$ cat src/rtl/flush_sequencer.sv
// Branch-mispredict recovery: unwinds the active list youngest-first, freeing and restoring mappings.
// Optional FLUSH_SEQ_PERF_EN adds saturating flush-count and flush-cycle performance counters.
module flush_sequencer #(
    parameter int AL_DEPTH = 32,
    parameter int IDX_W    = 5,
    parameter int PREG_W   = 6,
    parameter int ID_W     = 32
) (
    input  logic              clk,
    input  logic              rst,
    input  logic              mispredict_valid,
    input  logic [IDX_W-1:0]  mispredict_al_idx,
    input  logic [ID_W-1:0]   mispredict_id,
    input  logic [IDX_W-1:0]  al_head,
    input  logic [IDX_W-1:0]  al_tail,
    output logic [IDX_W-1:0]  al_rd_idx,
    input  logic              al_rd_uses_rw,
    input  logic [4:0]        al_rd_arch,
    input  logic [PREG_W-1:0] al_rd_old_preg,
    input  logic [PREG_W-1:0] al_rd_new_preg,
    output logic              fl_release_valid,
    output logic [PREG_W-1:0] fl_release_preg,
    output logic              rmt_restore_valid,
    output logic [4:0]        rmt_restore_arch,
    output logic [PREG_W-1:0] rmt_restore_preg,
    output logic              flush,
    output logic [ID_W-1:0]   flushed_instruction_ID,
    output logic              al_tail_set_valid,
    output logic [IDX_W-1:0]  al_tail_set,
    output logic              flush_done,
`ifdef FLUSH_SEQ_PERF_EN
    output logic [15:0]       perf_flush_count,
    output logic [31:0]       perf_flush_cycles,
`endif
    output logic              busy
);

    typedef enum logic [1:0] {IDLE, WALK, DONE} state_t;

    localparam logic [IDX_W-1:0] ONE = {{(IDX_W-1){1'b0}}, 1'b1};
    localparam logic [IDX_W:0]   REM_ONE = {{IDX_W{1'b0}}, 1'b1};

    state_t            state;
    logic [IDX_W-1:0]  br_idx;
    logic [IDX_W-1:0]  ptr;
    logic [IDX_W:0]    remaining;
    logic [ID_W-1:0]   br_id;

    logic [IDX_W-1:0]  new_age;
    logic [IDX_W-1:0]  br_age;
    logic              older;
    logic [IDX_W-1:0]  first_rem;
    logic [IDX_W-1:0]  retarget_rem;
    logic [IDX_W:0]    cur_rem;
    logic              walking;
    logic              finishing;

    // Ages relative to the head make the older/younger decision wrap-safe.
    assign new_age      = mispredict_al_idx - al_head;
    assign br_age       = br_idx - al_head;
    assign older        = mispredict_valid && (new_age < br_age);
    assign first_rem    = al_tail - mispredict_al_idx - ONE;
    assign retarget_rem = ptr - mispredict_al_idx;
    assign cur_rem      = older ? {1'b0, retarget_rem} : remaining;

    always_ff @(posedge clk) begin
        if (rst) begin
            state     <= IDLE;
            br_idx    <= '0;
            ptr       <= '0;
            remaining <= '0;
            br_id     <= '0;
        end else begin
            case (state)
                IDLE: begin
                    if (mispredict_valid) begin
                        br_idx    <= mispredict_al_idx;
                        br_id     <= mispredict_id;
                        ptr       <= al_tail - ONE;
                        remaining <= {1'b0, first_rem};
                        state     <= (first_rem != '0) ? WALK : DONE;
                    end
                end
                WALK: begin
                    if (older) begin
                        br_idx <= mispredict_al_idx;
                        br_id  <= mispredict_id;
                    end
                    ptr       <= ptr - ONE;
                    remaining <= cur_rem - REM_ONE;
                    state     <= (cur_rem == REM_ONE) ? DONE : WALK;
                end
                DONE: begin
                    // ptr already sits on the old branch, which an older mispredict must also squash.
                    if (older) begin
                        br_idx    <= mispredict_al_idx;
                        br_id     <= mispredict_id;
                        remaining <= {1'b0, retarget_rem};
                        state     <= WALK;
                    end else begin
                        state <= IDLE;
                    end
                end
                default: state <= IDLE;
            endcase
        end
    end

    assign walking   = (state == WALK);
    assign finishing = (state == DONE) && !older;

    assign al_rd_idx              = walking ? ptr : '0;
    assign fl_release_valid       = walking && al_rd_uses_rw;
    assign rmt_restore_valid      = walking && al_rd_uses_rw;
    assign fl_release_preg        = walking ? al_rd_new_preg : '0;
    assign rmt_restore_arch       = walking ? al_rd_arch : '0;
    assign rmt_restore_preg       = walking ? al_rd_old_preg : '0;
    assign flush                  = (state != IDLE);
    assign busy                   = (state != IDLE);
    assign flushed_instruction_ID = flush ? br_id : '0;
    assign al_tail_set_valid      = finishing;
    assign al_tail_set            = finishing ? (br_idx + ONE) : '0;
    assign flush_done             = finishing;

`ifdef FLUSH_SEQ_PERF_EN
    always_ff @(posedge clk) begin
        if (rst) begin
            perf_flush_count  <= '0;
            perf_flush_cycles <= '0;
        end else begin
            if (flush_done && (perf_flush_count != '1))
                perf_flush_count <= perf_flush_count + 16'd1;
            if (flush && (perf_flush_cycles != '1))
                perf_flush_cycles <= perf_flush_cycles + 32'd1;
        end
    end
`endif

endmodule

$ cat config.mk
export PLATFORM = sky130hd
export DESIGN_NAME = flush_sequencer
export DESIGN_NICKNAME = d
export VERILOG_FILES = /design/src/rtl/flush_sequencer.sv
export SDC_FILE = /design/constraint.sdc
export NUM_CORES = 1
export LEC_CHECK = 0
export ABC_AREA = 1
export CORE_MARGIN = 4
export CORE_UTILIZATION = 45
export DETAILED_ROUTE_END_ITERATION = 10
export PLACE_DENSITY = 0.85
export SYNTH_ARGS = -nofsm -noshare
export SYNTH_HDL_FRONTEND = slang
export SYNTH_SLANG_ARGS = --single-unit
export TNS_END_PERCENT = 50
$ cat constraint.sdc
create_clock -name clk -period 3.1 [get_ports clk]
set_input_delay 0.465 -clock clk [delete_from_list [all_inputs] [get_ports clk]]
set_output_delay 0.465 -clock clk [all_outputs]
set_load 0.03 [all_outputs]
==> results_dict.tcl <==
set metrics [dict create \
    gp_congestion 0.936 \
    syn-cell-area_um2 3510 \
    r2r_setup_slack_ns -0.03 \
    synthCells 519 \
    drv_slew 0 \
    relSlewSlack_pct 47.1 \
    setup_viol 12 \
    grt_max_degree 63 \
    dieHeight_um 96.3 \
    fmax_mhz 311 \
    dieWidth_um 96.3 \
    timing.rr.end "remaining[1]$_SDFFE_PP0P_" \
    worstHoldEndpoint "br_id[7]$_SDFFE_PP0P_" \
    grt_pass1_wl_mm 17.0 \
    drive_gt1_share_pct 19.9 \
    initial_core_util_pct 47.4 \
    min_path_type "flop to flop" \
    wirelength_mm 12.6 \
    min_from "br_id[7]$_SDFFE_PP0P_" \
    fin_nets 784 \
    synth-seq-area-share_pct 28.5 \
    clk_pin_slew_ns 0.12 \
    yosys.area.top_type_share_pct 28.5 \
    violations "negative setup slack" \
    worstSetupPathType "flop to output port" \
    drv_cap 0 \
    finalSetupTns_ns -0.710 \
    hpwl_mm 8.34 \
    ys_seq_elements 50 \
    vias 4114 \
    ys_warn_count 0 \
    synth_area_leader_cell "dfxtp_1" \
    reg2reg_depth 22 \
    cts_sinks 50 \
    ir_worst_vdd_uv 369 \
    fp.coreArea_um2 7410 \
    worst_slew_pin_slew_ns 0.794 \
    startpoint_type "flop" \
    die_area_um2 9280 \
    cts_max_level 2 \
    required_ns 2.63 \
    finalHoldViolations 0 \
    endpoint_kind "output port" \
    clock_latency_ns 0.32 \
    wl_per_cell_um 16.0 \
    antenna_cells 0 \
    rr_startpoint "br_idx[0]$_SDFFE_PP0P_" \
    timing.final.crit_period_ns 3.22 \
    ys_async_sr_fraction_pct 0 \
    fp-row-count 31 \
    n_fill_cell 518 \
    ctsLongestPathBuffers 2 \
    gr-usage-all-layers_pct 23.0 \
    preCtsSetupSlack_ns -0.920 \
    ios 133 \
    synth_edf_count 0 \
    antenna_found_initial 0 \
    grt_overflow 0 \
    rsz0062_at_grt "yes" \
    seq_area_um2 1000 \
    p_leak_nw 2.61 \
    post-route-period-util_pct 104 \
    ys_types 32 \
    layout_setup_ws_ns -0.118 \
    via_per_inst 5.23 \
    cts_made_buffers 5 \
    avgSynthCellArea_um2 6.76 \
    first_pass_iters 6 \
    cts-root-buf "clkbuf_8" \
    fin_total_pwr_mw 4.10 \
    whs_path_depth 2 \
    area_growth_pct 60.5 \
    grt_pass1_vias 3763 \
    cts_tree "done" \
    syn-num-nets 617 \
    drtIter0Drc 447 \
    crit_fanout 5 \
    numPortBuffers 132 \
    status "finished with violations" \
    crit_arrival_ns 2.75 \
    drc_errors 0 \
    ant_nets 0 \
    pwr_density_cell_nw_per_um2 729 \
    ys_top_cells_by_area "dfxtp_1 29%, inv_1 10%, nand2_1 9.4%, ha_1 9.3%, a21oi_1 8.7%" \
    synthFlopType "dfxtp_1" \
    multi_input_area_um2 2250 \
    fin_skew_ns 0.0147 \
]
==> cell type report <==
class | count | share of cell area [%]
Tap cell | 99 | 2.20
Clock buffer | 5 | 1.22
Clock inverter | 3 | 0.511
Inverter | 98 | 6.62
Multi-Input combinational cell | 348 | 40.0
Timing Repair Buffer | 183 | 31.7
Sequential cell | 50 | 17.8
==> cell usage after synthesis (2+ instances only) <==
cell and count:
inv_1 94, nand2_1 88, a21oi_1 61, nor2_1 52, dfxtp_1 50, o21ai_0 41
ha_1 26, nand3_1 19, clkbuf_1 10, nand2_2 10, buf_2 9, xnor2_1 9
xor2_1 9, nand2_4 5, buf_4 4, fa_1 4, inv_2 4, nor2_4 4
o211ai_1 4, nand4_1 3, o221ai_1 2
==> through the flow <==
step	instance area, um2	hold WS [ns]	utilization, %	instances
final	5630	0.460	76.1	786
after global routing	5630	0.486	76.1	786
after CTS	5390	0.462	72.8	776
after detailed placement	5100	0.447	68.9	757
after global placement	5100	0.439	68.9	757
after floorplan	3530	0.430	-	519
==> how the worst max path moves through the flow <==
stage,start,end,slack [ns]
detailed placement,mispredict_al_idx[0],al_tail_set[3],-0.92
global route,br_idx[0]$_SDFFE_PP0P_,al_tail_set[0],-0.25
floorplan,mispredict_al_idx[0],al_tail_set[0],-0.07
global placement,mispredict_al_idx[0],al_tail_set[0],-0.79
CTS,br_idx[0]$_SDFFE_PP0P_,al_tail_set[0],-0.06
finish,br_idx[0]$_SDFFE_PP0P_,al_tail_set[0],-0.12
==> cell usage in the layout (no fill, tap or decap), drive strengths merged <==
| cell | instances |
|---|---|
| o22ai | 1 |
| dfxtp | 50 |
| xnor2 | 9 |
| buf | 57 |
| inv | 99 |
| nor3 | 1 |
| a31oi | 1 |
| o21bai | 1 |
| nor2 | 58 |
| dlygate4sd2 | 6 |
| ha | 26 |
| fa | 4 |
| nand2 | 104 |
| a21o | 1 |
| nand3 | 21 |
| o21ai | 41 |
| clkinv | 2 |
| o211ai | 4 |
| xor2 | 9 |
| nand4 | 3 |
| o221ai | 2 |
| a21oi | 62 |
| clkdlybuf4s50 | 117 |
| clkbuf | 8 |
==> where the power goes <==
part	switching [mW]	total [mW]	internal, mW
Combinational	1.61	2.74	1.13
Sequential	0.103	0.935	0.832
Clock	0.262	0.430	0.168
==> repair_timing <==
item                       in CTS  in global routing
hold buffers                    0                  0
resized for setup              92                 46
setup endpoints to repair      47                 47
setup buffers                  11                  5
cloned                          0                  6
pin swaps                      12                 14
==> kinds of logic (layout without fill, tap and decap cells) <==
| family | Yosys count | count (layout) | synth area share (%) |
|---|---|---|---|
| DFF | 50 | 50 | 28.5 |
| AOI/OAI and AO/OA | 113 | 113 | 17.1 |
| xor gates and xnor gates | 18 | 18 | 4.49 |
| adders and majority gates | 30 | 30 | 11.5 |
| and+or+nand+nor | 186 | 187 | 24.6 |
| buffers and inverters | 122 | 289 | 13.8 |
==> flip-flops by register name, summed over array words and instances (netlist names) <==
name and cells:
br_id 32, remaining 6, br_idx 5, state 2, ptr 5
==> worst max-delay path, cell delays in order (launching register included) <==
cell,delay [ns]
dfxtp_2,0.34
inv_2,0.08
ha_4,0.13
inv_2,0.05
fa_2,0.39
nand3_1,0.08
nand2_1,0.07
xnor2_1,0.14
ha_1,0.31
nand2_2,0.08
nor2_2,0.10
nand2_2,0.06
inv_2,0.06
nor2_4,0.04
nor2_4,0.16
inv_6,0.08
nor2_4,0.11
buf_6,0.13
==> routing by layer <==
metal	part of all wire [%]	global-route usage (%)	wire length, um
met1	38	26.5	4750
met5	0	0	0
met3	6.0	2.89	756
met4	2.7	6.66	344
met2	53	44.0	6730
Power figures use the tool's default switching activity.
